File: src/rtl/xor_cipher_pkg.sv
// Shared constants for the XOR cipher configuration sequencer: chain geometry, FSM encoding and
// config field offsets inside the 131-bit chain.
package xor_cipher_pkg;

  localparam int unsigned CFG_BITS = 131;
  localparam int unsigned NBYTES   = 17;

  localparam logic [4:0] LAST_BYTE = 5'(NBYTES - 1);
  localparam logic [7:0] LAST_BIT  = 8'(CFG_BITS - 1);

  // Config field offsets within the chain
  localparam int unsigned K_MUX     = 130;
  localparam int unsigned A_MUX     = 129;
  localparam int unsigned D_EN      = 128;
  localparam int unsigned TAPS_LSB  = 64;
  localparam int unsigned STATE_LSB = 0;

  typedef logic [2:0] state_t;

  localparam state_t StIdle   = 3'd0;
  localparam state_t StFill   = 3'd1;
  localparam state_t StShift  = 3'd2;
  localparam state_t StSettle = 3'd3;
  localparam state_t StRun    = 3'd4;

endpackage

File: src/rtl/xor_cipher_cfg_sequencer_serializer.sv
// Image buffer and serial shifter: streams the buffered image into the core chain bit 0 first
// while capturing the core's previous contents into the readback buffer.
module cfg_byte_serializer
  import xor_cipher_pkg::*;
(
  input  logic       clk,
  input  logic       rst,
  input  logic       wr_en,
  input  logic [4:0] wr_idx,
  input  logic [7:0] wr_byte,
  input  logic       shift_start,
  input  logic       cfg_o,
  input  logic [4:0] rb_sel,
  output logic       cfg_en,
  output logic       cfg_i,
  output logic       shift_last,
  output logic [7:0] rb_byte
);

  logic [7:0] image_q    [NBYTES];
  logic [7:0] readback_q [NBYTES];
  logic [7:0] bit_cnt_q;
  logic [7:0] bit_nxt;
  logic       cfg_en_q;
  logic       cfg_i_q;
  logic [7:0] rb_byte_q;

  assign bit_nxt = bit_cnt_q + 8'd1;

  always_ff @(posedge clk) begin
    if (rst) begin
      for (int unsigned i = 0; i < NBYTES; i++) begin
        image_q[i]    <= '0;
        readback_q[i] <= '0;
      end
      bit_cnt_q <= '0;
      cfg_en_q  <= 1'b0;
      cfg_i_q   <= 1'b0;
      rb_byte_q <= '0;
    end else begin
      if (wr_en) begin
        image_q[wr_idx] <= wr_byte;
      end
      // Byte 0 is already buffered when the final byte lands, so bit 0 can be presented at once
      if (shift_start) begin
        cfg_en_q  <= 1'b1;
        cfg_i_q   <= image_q[0][0];
        bit_cnt_q <= '0;
      end else if (cfg_en_q) begin
        readback_q[bit_cnt_q[7:3]][bit_cnt_q[2:0]] <= cfg_o;
        if (bit_cnt_q == LAST_BIT) begin
          cfg_en_q  <= 1'b0;
          cfg_i_q   <= 1'b0;
          bit_cnt_q <= '0;
        end else begin
          cfg_i_q   <= image_q[bit_nxt[7:3]][bit_nxt[2:0]];
          bit_cnt_q <= bit_nxt;
        end
      end
      rb_byte_q <= (rb_sel <= LAST_BYTE) ? readback_q[rb_sel] : 8'h00;
    end
  end

  assign cfg_en     = cfg_en_q;
  assign cfg_i      = cfg_i_q;
  assign shift_last = cfg_en_q && (bit_cnt_q == LAST_BIT);
  assign rb_byte    = rb_byte_q;

endmodule

File: src/rtl/xor_cipher_cfg_sequencer.sv
// Host-side config sequencer for the XOR cipher core: buffers a 17-byte image, shifts it into
// the core's config chain, settles, then gates the core run enable from run_req.
module xor_cipher_cfg_sequencer
  import xor_cipher_pkg::*;
#(
  parameter int unsigned SETTLE_CYCLES = 2,
  parameter int unsigned FILL_TIMEOUT  = 1023
) (
  input  logic       clk,
  input  logic       rst,
  input  logic [7:0] wr_data,
  input  logic       wr_valid,
  output logic       wr_ready,
  input  logic       run_req,
  input  logic       abort,
  output logic       cfg_en,
  output logic       cfg_i,
  input  logic       cfg_o,
  output logic       cipher_en,
  input  logic [4:0] rb_sel,
  output logic [7:0] rb_byte,
  output logic       busy,
  output logic       done,
  output logic       err
);

  state_t     state_q, state_d;
  logic [4:0] byte_cnt_q, byte_cnt_d;
  logic [9:0] cnt_q, cnt_d;
  logic       err_q, err_d;
  logic       done_q, done_d;
  logic       cipher_en_q, cipher_en_d;

  logic       xfer;
  logic       wr_en;
  logic [4:0] wr_idx;
  logic       shift_start;
  logic       shift_last;

  assign wr_ready = (state_q == StIdle) || (state_q == StFill) || (state_q == StRun);
  assign xfer     = wr_valid && wr_ready;

  // cnt_q doubles as the FILL idle-gap counter and the SETTLE delay counter
  always_comb begin
    state_d     = state_q;
    byte_cnt_d  = byte_cnt_q;
    cnt_d       = cnt_q;
    err_d       = err_q;
    done_d      = 1'b0;
    cipher_en_d = 1'b0;
    wr_en       = 1'b0;
    wr_idx      = byte_cnt_q;
    shift_start = 1'b0;
    unique case (state_q)
      StIdle, StRun: begin
        if (state_q == StRun) begin
          cipher_en_d = run_req;
        end
        if (xfer) begin
          cipher_en_d = 1'b0;
          wr_en       = 1'b1;
          wr_idx      = '0;
          byte_cnt_d  = 5'd1;
          cnt_d       = '0;
          err_d       = 1'b0;
          state_d     = StFill;
        end
      end
      StFill: begin
        if (abort) begin
          state_d    = StIdle;
          err_d      = 1'b1;
          byte_cnt_d = '0;
          cnt_d      = '0;
        end else if (xfer) begin
          wr_en      = 1'b1;
          cnt_d      = '0;
          byte_cnt_d = byte_cnt_q + 5'd1;
          if (byte_cnt_q == LAST_BYTE) begin
            shift_start = 1'b1;
            byte_cnt_d  = '0;
            state_d     = StShift;
          end
        end else if (cnt_q == 10'(FILL_TIMEOUT - 1)) begin
          state_d    = StIdle;
          err_d      = 1'b1;
          byte_cnt_d = '0;
          cnt_d      = '0;
        end else begin
          cnt_d = cnt_q + 10'd1;
        end
      end
      StShift: begin
        if (shift_last) begin
          cnt_d   = '0;
          state_d = StSettle;
        end
      end
      StSettle: begin
        if (cnt_q == 10'(SETTLE_CYCLES - 1)) begin
          cnt_d   = '0;
          done_d  = 1'b1;
          state_d = StRun;
        end else begin
          cnt_d = cnt_q + 10'd1;
        end
      end
      default: state_d = StIdle;
    endcase
  end

  always_ff @(posedge clk) begin
    if (rst) begin
      state_q     <= StIdle;
      byte_cnt_q  <= '0;
      cnt_q       <= '0;
      err_q       <= 1'b0;
      done_q      <= 1'b0;
      cipher_en_q <= 1'b0;
    end else begin
      state_q     <= state_d;
      byte_cnt_q  <= byte_cnt_d;
      cnt_q       <= cnt_d;
      err_q       <= err_d;
      done_q      <= done_d;
      cipher_en_q <= cipher_en_d;
    end
  end

  cfg_byte_serializer u_serializer (
    .clk         (clk),
    .rst         (rst),
    .wr_en       (wr_en),
    .wr_idx      (wr_idx),
    .wr_byte     (wr_data),
    .shift_start (shift_start),
    .cfg_o       (cfg_o),
    .rb_sel      (rb_sel),
    .cfg_en      (cfg_en),
    .cfg_i       (cfg_i),
    .shift_last  (shift_last),
    .rb_byte     (rb_byte)
  );

  assign cipher_en = cipher_en_q;
  assign busy      = (state_q != StIdle) && (state_q != StRun);
  assign done      = done_q;
  assign err       = err_q;

endmodule

File: config.mk
export PLATFORM = sky130hd
export DESIGN_NAME = xor_cipher_cfg_sequencer
export DESIGN_NICKNAME = d
export VERILOG_FILES = /design/src/rtl/xor_cipher_pkg.sv /design/src/rtl/xor_cipher_cfg_sequencer_serializer.sv /design/src/rtl/xor_cipher_cfg_sequencer.sv
export SDC_FILE = /design/constraint.sdc
export NUM_CORES = 1
export LEC_CHECK = 0
export BUFFER_PORTS_ARGS = -buffer_cell sky130_fd_sc_hd__buf_2
export CORE_MARGIN = 10
export CORE_UTILIZATION = 25
export DETAILED_ROUTE_END_ITERATION = 12
export GPL_TIMING_DRIVEN = 0
export PLACE_DENSITY = 0.5
export SKIP_CTS_REPAIR_TIMING = 1
export SLEW_MARGIN = 20
export SYNTH_ARGS = -nofsm -noshare
export SYNTH_HDL_FRONTEND = slang
export SYNTH_SLANG_ARGS = --single-unit
File: constraint.sdc
create_clock -name clk -period 2.5 [get_ports clk]
set_clock_uncertainty 0.2 [all_clocks]
set_input_delay 0.375 -clock clk [delete_from_list [all_inputs] [get_ports clk]]
set_output_delay 0.375 -clock clk [all_outputs]
set_load 0.005 [all_outputs]
* Word-level counts from Yosys, hierarchy flattened
Memory sizes are Yosys's and may differ from the RTL's. A register that Yosys moved wholly into a read port is not among the register bits.
Cells that the tools add are included.
Widths: inputs -> output; s select.
** Cells by class
- $add $sub $neg :: 3
- Multipliers :: 0
- Divide/modulo/power cells :: 0
- Magnitude comparators :: 4
- Eq/ne operators :: 16
- Shift-type cells :: 0
- Mux-type cells :: 62
- Bitwise logic cells :: 4
- Reduce and logical (&&, ||, !) cells :: 22
** Operators by type and width (number)
- $mux 10 :: 6
- $mux 5 :: 9
- $mux 8 :: 5
- $pmux 10 s4 :: 1
- $mux 1 :: 28
- $mux 3 :: 7
- $reduce_or 8->1 :: 2
- $pmux 3 s4 :: 1
- $add 10x1->10 const B :: 1
- $eq 10x1->1 const B :: 1
- $eq 10x10->1 const B :: 1
- $pmux 5 s2 :: 1
- $add 8x1->8 const B :: 1
- $eq 8x8->1 const B :: 1
- $lt 3x4->1 const B :: 2
- $ne 4x3->1 const B :: 2
- $reduce_or 2->1 :: 4
- $eq 3x2->1 const B :: 2
- $ne 2x2->1 const B :: 3
- $ne 3x3->1 const B :: 2
- $reduce_and 3->1 :: 2
- $add 5x1->5 const B :: 1
- $eq 5x5->1 const B :: 1
- $le 5x5->1 const B :: 1
- other kinds (17) :: 26
** Word-level totals
- Flip-flop bits (word level) :: 31
- Bits in latches :: 0
- Bits in writable memories :: 272
- ROM bits :: 0
- Bits of input ports :: 19
- Memories kept :: 2
** Memories
- u_serializer.image_q :: depth 17, width 8, rd ports 2, clocked after memory_dff 0, wr ports 17, RTL line xor_cipher_cfg_sequencer_serializer.sv:20 : logic [7:0] image_q [NBYTES];
- u_serializer.readback_q :: depth 17, width 8, rd ports 1, clocked after memory_dff 1, wr ports 17, RTL line xor_cipher_cfg_sequencer_serializer.sv:21 : logic [7:0] readback_q [NBYTES];

* Logic depth before layout (Yosys ltp)
Gate-level depths: netlist (run 1).
- Depth in word-level cells :: 12
- Gate-level depth with buffers :: 13

* Hierarchy
Synthesis (run 1) repeated with hierarchy kept, for this count alone.
** Unflattened totals
- Cells, all modules :: 1745
- Area, all modules :: 20936.3 µm²
** Modules (own cells, without submodules)
- cfg_byte_serializer :: instances 1, cells each 1582, area an instance 19697.6 µm², sequential area each 12131.6 µm²
- xor_cipher_cfg_sequencer :: instances 1, cells each 163, area an instance 1238.7 µm², sequential area each 420.4 µm²

* Worst setup path before layout (run 1)
No wires, ideal clock.
- Kind :: reg-to-reg
- Start point :: register u_serializer.bit_cnt_q[1]
- End point :: register u_serializer.cfg_i_q, in the netlist u_serializer.cfg_i
- Library setup time :: 0.140 ns
- Arrival time :: 2.312 ns
- Path slack :: -0.151 ns
- Cell stages (with the launch flop) :: 10
- Path buffers :: 1
- Cell sequence :: dfxtp_1 ha_1 nand3_4 xnor2_2 buf_4 mux4_2 a22oi_1 nand2_1 a221oi_1 a22oi_2
** On the way
- Cells in the longest elaborated chain, start to end :: 7
** Ends and longest elaborated chain
- from (decl) :: RTL line xor_cipher_cfg_sequencer_serializer.sv:22 : logic [7:0] bit_cnt_q;
- from (signal assigned) :: RTL line xor_cipher_cfg_sequencer_serializer.sv:57 : bit_cnt_q <= bit_nxt;
- $add 8x1->8 :: RTL line xor_cipher_cfg_sequencer_serializer.sv:28 : assign bit_nxt = bit_cnt_q + 8'd1;
- $mem_v2 17x8
- $bmux 1 s3 :: RTL line xor_cipher_cfg_sequencer_serializer.sv:56 : cfg_i_q <= image_q[bit_nxt[7:3]][bit_nxt[2:0]];
- $mux 1 (implied by the code) :: RTL line xor_cipher_cfg_sequencer_serializer.sv:56
- $mux 1 * :: RTL line xor_cipher_cfg_sequencer_serializer.sv:51 : if (bit_cnt_q == LAST_BIT) begin
- $mux 1 * :: RTL line xor_cipher_cfg_sequencer_serializer.sv:49 : end else if (cfg_en_q) begin
- $mux 1 * :: RTL line xor_cipher_cfg_sequencer_serializer.sv:45 : if (shift_start) begin
- to (signal assigned) :: RTL line xor_cipher_cfg_sequencer_serializer.sv:47 : cfg_i_q <= image_q[0][0];
- to (signal assigned) :: RTL line xor_cipher_cfg_sequencer_serializer.sv:56
- to (decl) :: RTL line xor_cipher_cfg_sequencer_serializer.sv:25 : logic cfg_i_q;
Every way passes the cells marked *; elsewhere a longest branch is shown, timed or not. The select of a mux whose other input is x is not followed.
A chain may end at the register's enable or synchronous reset.

* Worst setup path in the final report (run 1)
- Start point :: register u_serializer.bit_cnt_q[0]
- End point :: register u_serializer.cfg_i_q, in the netlist u_serializer.cfg_i
Same word-level chain as after synthesis.

==> results.txt, run 1 <==
The area growth from synthesis to final layout works out to 26.4%. The first detailed-routing pass took 6 iterations. For this run, the number of Yosys warnings is 0. The run gives 52.0 mm as the detailed-placement wirelength estimate. The final reports fail on hold timing, setup timing. The tools report the setup slack after layout as -0.490 ns. The logs give 25.3% for the initial core utilization and 0.0279 mm² for the area of all placed cells without fillers. Clock-pin slew was measured on the worst setup and hold paths at 0.07 ns. The initialized floorplan defines 108 standard-cell rows.

Dividing the synthesized area by the synthesized cell count gives 11.9 µm². Setup repair after global routing could not meet its margin everywhere. The most used flip-flop cell after synthesis is sky130_fd_sc_hd__edfxtp_1. Number of DRC markers in iteration 0: 1,777. After synthesis, the cell types taking the most area are sky130_fd_sc_hd__edfxtp_1, sky130_fd_sc_hd__mux4_2, sky130_fd_sc_hd__o21bai_1, sky130_fd_sc_hd__nor2_1, sky130_fd_sc_hd__and2_1. Yosys mapped the design onto 73 distinct sky130hd cell types.

The longest clock path from root to sink contains 3 buffers. The later pin in the worst-skew pair is clocked with a latency of 0.63 ns. The die covers 0.101 mm². The net count of the finished layout is 2,068. For met2 alone, demand over resource in global routing was 24.1%.

The share of the clock period used by the worst path is 120%, and the flop-to-flop setup slack is -0.49 ns. The number of top-level pins was 34; the number of enable-type register cells in the synthesized netlist was 419. The met3 track demand over resource in global routing was 2.46%; the share of the synthesized area in the top cell type was 57.0%.

The commonest non-fill, non-tap cell in the layout was sky130_fd_sc_hd__edfxtp_1. IR analysis of the VDD net gives a maximum drop of 0.426 mV. The area after detailed placement was 0.0238 mm². The level count of the clock H-tree was 2. The run gives 0 as the number of max-capacitance violations reported.

The logs give 458 for the number of clock sinks seen by CTS and 0 for the residual antenna-violating net count after detailed routing. The worst register-to-register path has a depth of 12. For this run, global-route usage on met1 was measured as 18.8%. Pre-CTS setup slack: -1.38 ns. At the pin with the least slew margin, the transition time is 0.958 ns. The flow ran to the end, but the final reports show violations.

The leakage power total came out at 0.00918 µW. The first global-routing pass estimated 108 mm of wire. The end of the worst register-to-register path is u_serializer.cfg_i.

The routed design has 76.7 mm of wire. For this run, the share of the core covered by cells in the final layout is 32.0%. The share of layout cells above drive strength 1 works out to 26.7%. The number of global-route vias before repair is 15,838, and the time the worst path needs with I/O delays and setup is 2.99 ns.

The count of filler cells inserted in the layout is 8,763. TritonCTS created 48 clock buffers. The startpoint identified for the worst register-to-register timing path is u_serializer.bit_cnt_q[0]. The biggest area contributor in the post-synthesis netlist is sky130_fd_sc_hd__edfxtp_1. TritonCTS built the clock tree.

The tools report the startpoint of the lowest-slack hold path as rb_sel[4]. The layer with the highest usage after global routing was met2. Entering global routing, the biggest net connects 29 pins. The path class of the lowest-slack min-delay path is input pin to register. The height of the die is 317 µm, and the highest clock rate is 334 MHz. The power density relative to cell area was 611 mW/mm²; the total global-route track usage was 14.4%. Data on the critical path arrives at its endpoint at 3.30 ns. The number of hold violations in the final report came out at 1. For the initial antenna violation count, the log shows 3.

The worst hold slack came out at -0.00977 ns. After detailed routing, the average wire length per cell comes to 23.7 µm. The tools report the sort of element at the start of the critical path as a register. Synthesis inferred 458 register bits. Category of the most critical setup path: register to register. For the worst setup path, the data required time is 2.81 ns. Top fanout value on the critical path: 10. The number of antenna diodes in the final layout is 0.

For hold timing, the worst endpoint is u_serializer.rb_byte[0]. The via density per instance is 5.09. Setup violations remaining at the end of the flow were counted as 20. Input and output buffers added on the ports amount to 30.

The routed layout has 16,484 vias. The residual overflow from global routing came out at 0. The core region is 0.0872 mm². Counting flops with an async set or reset pin after synthesis yields a share of 0%.

Summing the sequential cell areas from Yosys gives 60.5% of the chip area. Kind of capture point of the worst setup path: a register. In the layout the commonest cells are sky130_fd_sc_hd__edfxtp_1, sky130_fd_sc_hd__nor2_1, sky130_fd_sc_hd__and2_1.

Counting every net in the synthesized netlist gives 1,887. The worst-case headroom to the max-slew limit came out at 36.1%. The floorplan step set the die width to 317 µm. The tools report the post-route DRC violation count as 0.

The tree is rooted in a sky130_fd_sc_hd__clkbuf_16. For the count of pins over their slew limit, the log shows 0. The count of cells along the worst hold path works out to 3.

The synthesized netlist occupies a cell area of 0.0221 mm². The number of cells produced by synthesis is 1,861. Routability-driven placement finished with a final weighted congestion of 0.928.
## through the flow
step           instances  power [µW]  TNS (ns)
6_report            3236       17000     -1.09
5_1_grt             3236       17500     -7.77
4_1_cts             3135       17000   -590.69
3_5_place_dp        3046        9580   -588.49
3_3_place_gp        3046        9560   -566.16
2_1_floorplan       1861        9230    -10.49
## final cells by class
class	count	area (µm²)	share of cell area, %
Buffer	147	1040	3.72
Clock buffer	53	1250	4.49
Clock inverter	36	362	1.30
Inverter	15	63.8	0.229
Multi-Input combinational cell	1234	9070	32.5
Sequential cell	458	13400	48.0
Tap cell	1155	1450	5.18
Timing Repair Buffer	138	1280	4.58
## cell usage after synthesis, drive strengths merged (11+ instances only)
cell type and instances:
a21oi 21, nor2 256, dfxtp 39, nand4 25, edfxtp 419, nand2b 19
a311oi 14, inv 15, clkbuf 116, mux2i 32, o21bai 137, a31oi 11
nor3 26, or2 19, and2 141, nand2 159, nand3 112, mux4 55
a22oi 15, buf 38, o21ai 59, a211oi 14, and3 15
## how the worst max path moves through the flow
stage                                    startpoint  cells past startpoint                          end
after floorplan           u_serializer.bit_cnt_q[1]                      9           u_serializer.cfg_i
after global placement    u_serializer.bit_cnt_q[5]                      8           u_serializer.cfg_i
after detailed placement                 state_q[2]                      6  u_serializer.image_q[17][1]
after CTS                                state_q[2]                      6  u_serializer.image_q[17][6]
after global routing      u_serializer.bit_cnt_q[1]                     12           u_serializer.cfg_i
final                     u_serializer.bit_cnt_q[0]                     12           u_serializer.cfg_i
## report_power, final
part	leakage, µW	internal [µW]	switching (µW)
Combinational	0.00401	357	535
Sequential	0.00436	8540	80.6
Clock	0.000809	4260	3260
Total	0.00918	13200	3880
## cell families after synthesis
family	synth area share (%)
and+or+nand+nor	17.4
buffers and inverters	3.20
adders and majority gates	0.397
muxes	7.33
DFF	60.5
AOI/OAI and AO/OA	10.5
xor gates and xnor gates	0.669
## flip-flops by register name (all words and copies together) (netlist names)
name and count:
byte_cnt_q 5, cipher_en 1, cnt_q 10, done 1
err 1, state_q 3, u_serializer.bit_cnt_q 8, u_serializer.cfg_en 1
u_serializer.cfg_i 1, u_serializer.image_q 256, u_serializer.rb_byte 8, u_serializer.readback_q 163
## worst max-delay path: stages (launching register included)
cell and delay (ns):
sky130_fd_sc_hd__dfxtp_4 0.38, sky130_fd_sc_hd__ha_4 0.17, sky130_fd_sc_hd__nand3_4 0.16, sky130_fd_sc_hd__xnor2_4 0.20
sky130_fd_sc_hd__buf_12 0.15, sky130_fd_sc_hd__buf_12 0.15, sky130_fd_sc_hd__buf_12 0.15, sky130_fd_sc_hd__a311oi_2 0.22
sky130_fd_sc_hd__nor3_2 0.08, sky130_fd_sc_hd__o211ai_1 0.34, sky130_fd_sc_hd__o211ai_1 0.21, sky130_fd_sc_hd__a221oi_2 0.34
sky130_fd_sc_hd__a22oi_2 0.11
## routing by layer
metal	wire (µm)	vias up
met3	5110	148
met1	31700	8371
li1	-	7241
met4	2520	0
met2	37300	724
met5	0	-
Power figures use the tool's default switching activity.
==> run 2: changes to the inputs <==
PLACE_DENSITY = 0.49   (was 0.5)
clock period = 3.3 ns   (was 2.5 ns; I/O delays follow)
==> results.txt, run 2 (synthesis gave the netlist of run 1 again) <==
The die width came out at 317 µm (unchanged). The largest registers in the layout are u_serializer.image_q x256, u_serializer.readback_q x163, cnt_q x10. The tools report the initial core utilization as 25.3% (unchanged).

The tightest min-delay check is of the input pin to register type. The tools report the number of top-level pins as 34 (unchanged). The run finished, with violations left.

The peak per-stage delay on the critical path came out at 0.92 ns (+0.54 ns). The layout net count was 1,976 (-4.4%); the detailed-placement wirelength estimate was 53.1 mm (+2.1%). The number of max-capacitance violations reported is 0 (unchanged), and the flip-flop count of the largest register, all copies and words added is 256 (unchanged). The run gives 0.921 (-0.77%) as the routability-driven placement congestion ratio.

The setup TNS is -0.0611 ns (+1.03 ns). Highest clock rate: 298 MHz (-11%). The number of DRC markers in iteration 0 is 1,723 (-3.0%), and the post-route DRC violation count is 0 (unchanged). The number of cell rows was 108 (unchanged).

Residual antenna-violating net count after detailed routing: 0 (unchanged). The share of layout cells above drive strength 1 was 16.9% (-9.8 points). The via density per instance was 5.12 (+0.59%).

Pin count of the biggest net entering global routing: 29 (unchanged). The run gives 15,728 (-0.69%) as the number of global-route vias before repair. The number of clock sinks seen by CTS came out at 458 (unchanged). Clock root buffer master: sky130_fd_sc_hd__clkbuf_16. The routed via count came out at 16,095 (-2.4%). Number of buffers inserted during clock tree synthesis: 48 (unchanged).

The number of detailed-routing iterations run before antenna repair was 5 (-1); the number of hold violations in the final report was 0 (-1). The run gives 0 (unchanged) as the residual overflow from global routing. On the critical path, the stage with the largest delay is an instance of sky130_fd_sc_hd__nor2_1. The checks that failed: setup timing. For the total global-route track usage, the log shows 15.0% (+0.57 points).

The tools report the count of final setup violators as 1 (-95%). The top cell types in the final layout, fill and taps aside, are sky130_fd_sc_hd__edfxtp_1, sky130_fd_sc_hd__nor2_1, sky130_fd_sc_hd__nand2_1. Traced cell by cell, the critical path runs through buf_6, and3_4, buf_6, xnor2_2, nor2_1, nand3_1, nand4_1, o211ai_1, a221oi_2, a22oi_2.

The total instance count after detailed placement is 3,047 (+0.033%), and the share of the clock period used by the worst path is 102% (-18 points). The time the worst path needs with I/O delays and setup was 3.36 ns (+0.371 ns). Commonest non-fill, non-tap cell in the layout: sky130_fd_sc_hd__edfxtp_1. The height of the die was 317 µm (unchanged). The tools report the first-pass GRT wire length as 110 mm (+2.6%).

Setup repair after global routing could not meet its margin everywhere. Signal arrival time at the worst endpoint: 3.65 ns (+0.35 ns). TritonCTS built the clock tree. The initial antenna violation count is 2 (-1), and the final wirelength is 77.3 mm (+0.90%). The kind of capture point of the worst setup path was a register. The worst-case headroom to the max-slew limit is 22.6% (-13 points). The power density relative to cell area came out at 496 mW/mm² (-19%). Top fanout value on the critical path: 10 (unchanged). The clock transition at the registers of the reported paths works out to 0.06 ns (about the same). For the number of diodes, the log shows 0 (unchanged). The tools report the peak supply drop as 0.420 mV (-1.4%). The run gives 3.59 ns (+0.78 ns) as the worst endpoint required time.

The average wire length per cell after detail routing was 24.6 µm (+3.9%); the full die area was 0.101 mm² (unchanged). The maximum root-to-sink buffer count came out at 3 (unchanged). The run gives 0.62 ns (about the same) as the source-to-sink clock delay at the later pin of the worst-skew pair. Area growth from synthesis to final layout: 16.4%. For the final instance count without filler cells, the log shows 3,141 (-2.9%). Level count of the clock H-tree: 2 (unchanged). More flip-flops sit in one register than any other, and that register is u_serializer.image_q. The setup slack after layout was -0.0611 ns (+0.429 ns).

The tools report the leakage power total as 0.00817 µW (-11%). The count of pins over their slew limit is 0 (unchanged). Worst-margin pin slew: 1.16 ns (+0.198 ns).

The category of the most critical setup path was register to register. The cell type with the highest occurrence count on the critical path was sky130_fd_sc_hd__buf_6. The area inside the core boundary is 0.0872 mm² (unchanged). The count of input and output buffers came out at 30 (unchanged).

The sort of element at the start of the critical path was a register.
-- run 2: changes by cell type in the layout (fill, tap and decap cells not counted), moves of 12 or more --
cell,delta
sky130_fd_sc_hd__nand2_1,+17
sky130_fd_sc_hd__buf_6,-22
sky130_fd_sc_hd__clkinv_2,-12
sky130_fd_sc_hd__buf_4,-83
sky130_fd_sc_hd__nor2_4,-36
sky130_fd_sc_hd__or2_2,+13
sky130_fd_sc_hd__clkbuf_1,+44
sky130_fd_sc_hd__or2_4,-13
sky130_fd_sc_hd__nor2_2,+27
sky130_fd_sc_hd__buf_12,-18
sky130_fd_sc_hd__clkbuf_2,+12
-- run 2: through the flow --
step                hold slack (ns)  worst slack [ns]  area [µm²]  total power, µW  util, %
floorplan                     0.291             0.588       22100             6990        -
global placement              0.319            -0.810       23700             7250     27.2
detailed placement            0.325            -0.657       23700             7260     27.2
CTS                          -0.102            -0.662       25200            12800     29.0
global route                 0.0647           -0.0744       25700            13100     29.5
finish                       0.0453           -0.0611       25700            12700     29.5
-- run 2: cell type report --
class / instances / area [µm²]
Buffer: 152 / 721
Clock buffer: 58 / 1240
Clock inverter: 28 / 309
Fill cell: 8982 / 61500
Inverter: 15 / 56.3
Multi-Input combinational cell: 1234 / 8310
Sequential cell: 458 / 13400
Tap cell: 1155 / 1450
Timing Repair Buffer: 41 / 254
-- run 2: final timing paths --
kind | slack [ns] | from | depth (start not counted) | end
max | -0.06 | u_serializer.bit_cnt_q[2] | 10 | u_serializer.cfg_i
min | 0.05 | abort | 4 | byte_cnt_q[1]
max reg2reg | -0.06 | u_serializer.bit_cnt_q[2] | 10 | u_serializer.cfg_i
min reg2reg | 0.33 | cnt_q[0] | 1 | cnt_q[0]
-- run 2: critical path, delay by kind of cell, from the launching register on --
| family | cells | cell delay [ns] |
|---|---|---|
| AOI/OAI and AO/OA | 3 | 0.58 |
| xor gates and xnor gates | 1 | 0.22 |
| buffers and inverters | 2 | 0.27 |
| DFF | 1 | 0.31 |
| and+or+nand+nor | 4 | 1.65 |
-- run 2: power breakdown --
part	total, µW	internal (µW)	switching, µW	leakage (µW)
combinational	624	229	395	0.00306
sequential	6530	6470	56.4	0.00436
clock	5590	3150	2440	0.000756
-- run 2: metal layers --
layer	share of wire (%)	global-route usage, %	routed length, µm
met1	42	19.9	32600
met2	46	23.7	35500
met3	8.2	3.24	6370
met4	3.8	5.44	2910
met5	0	0	0
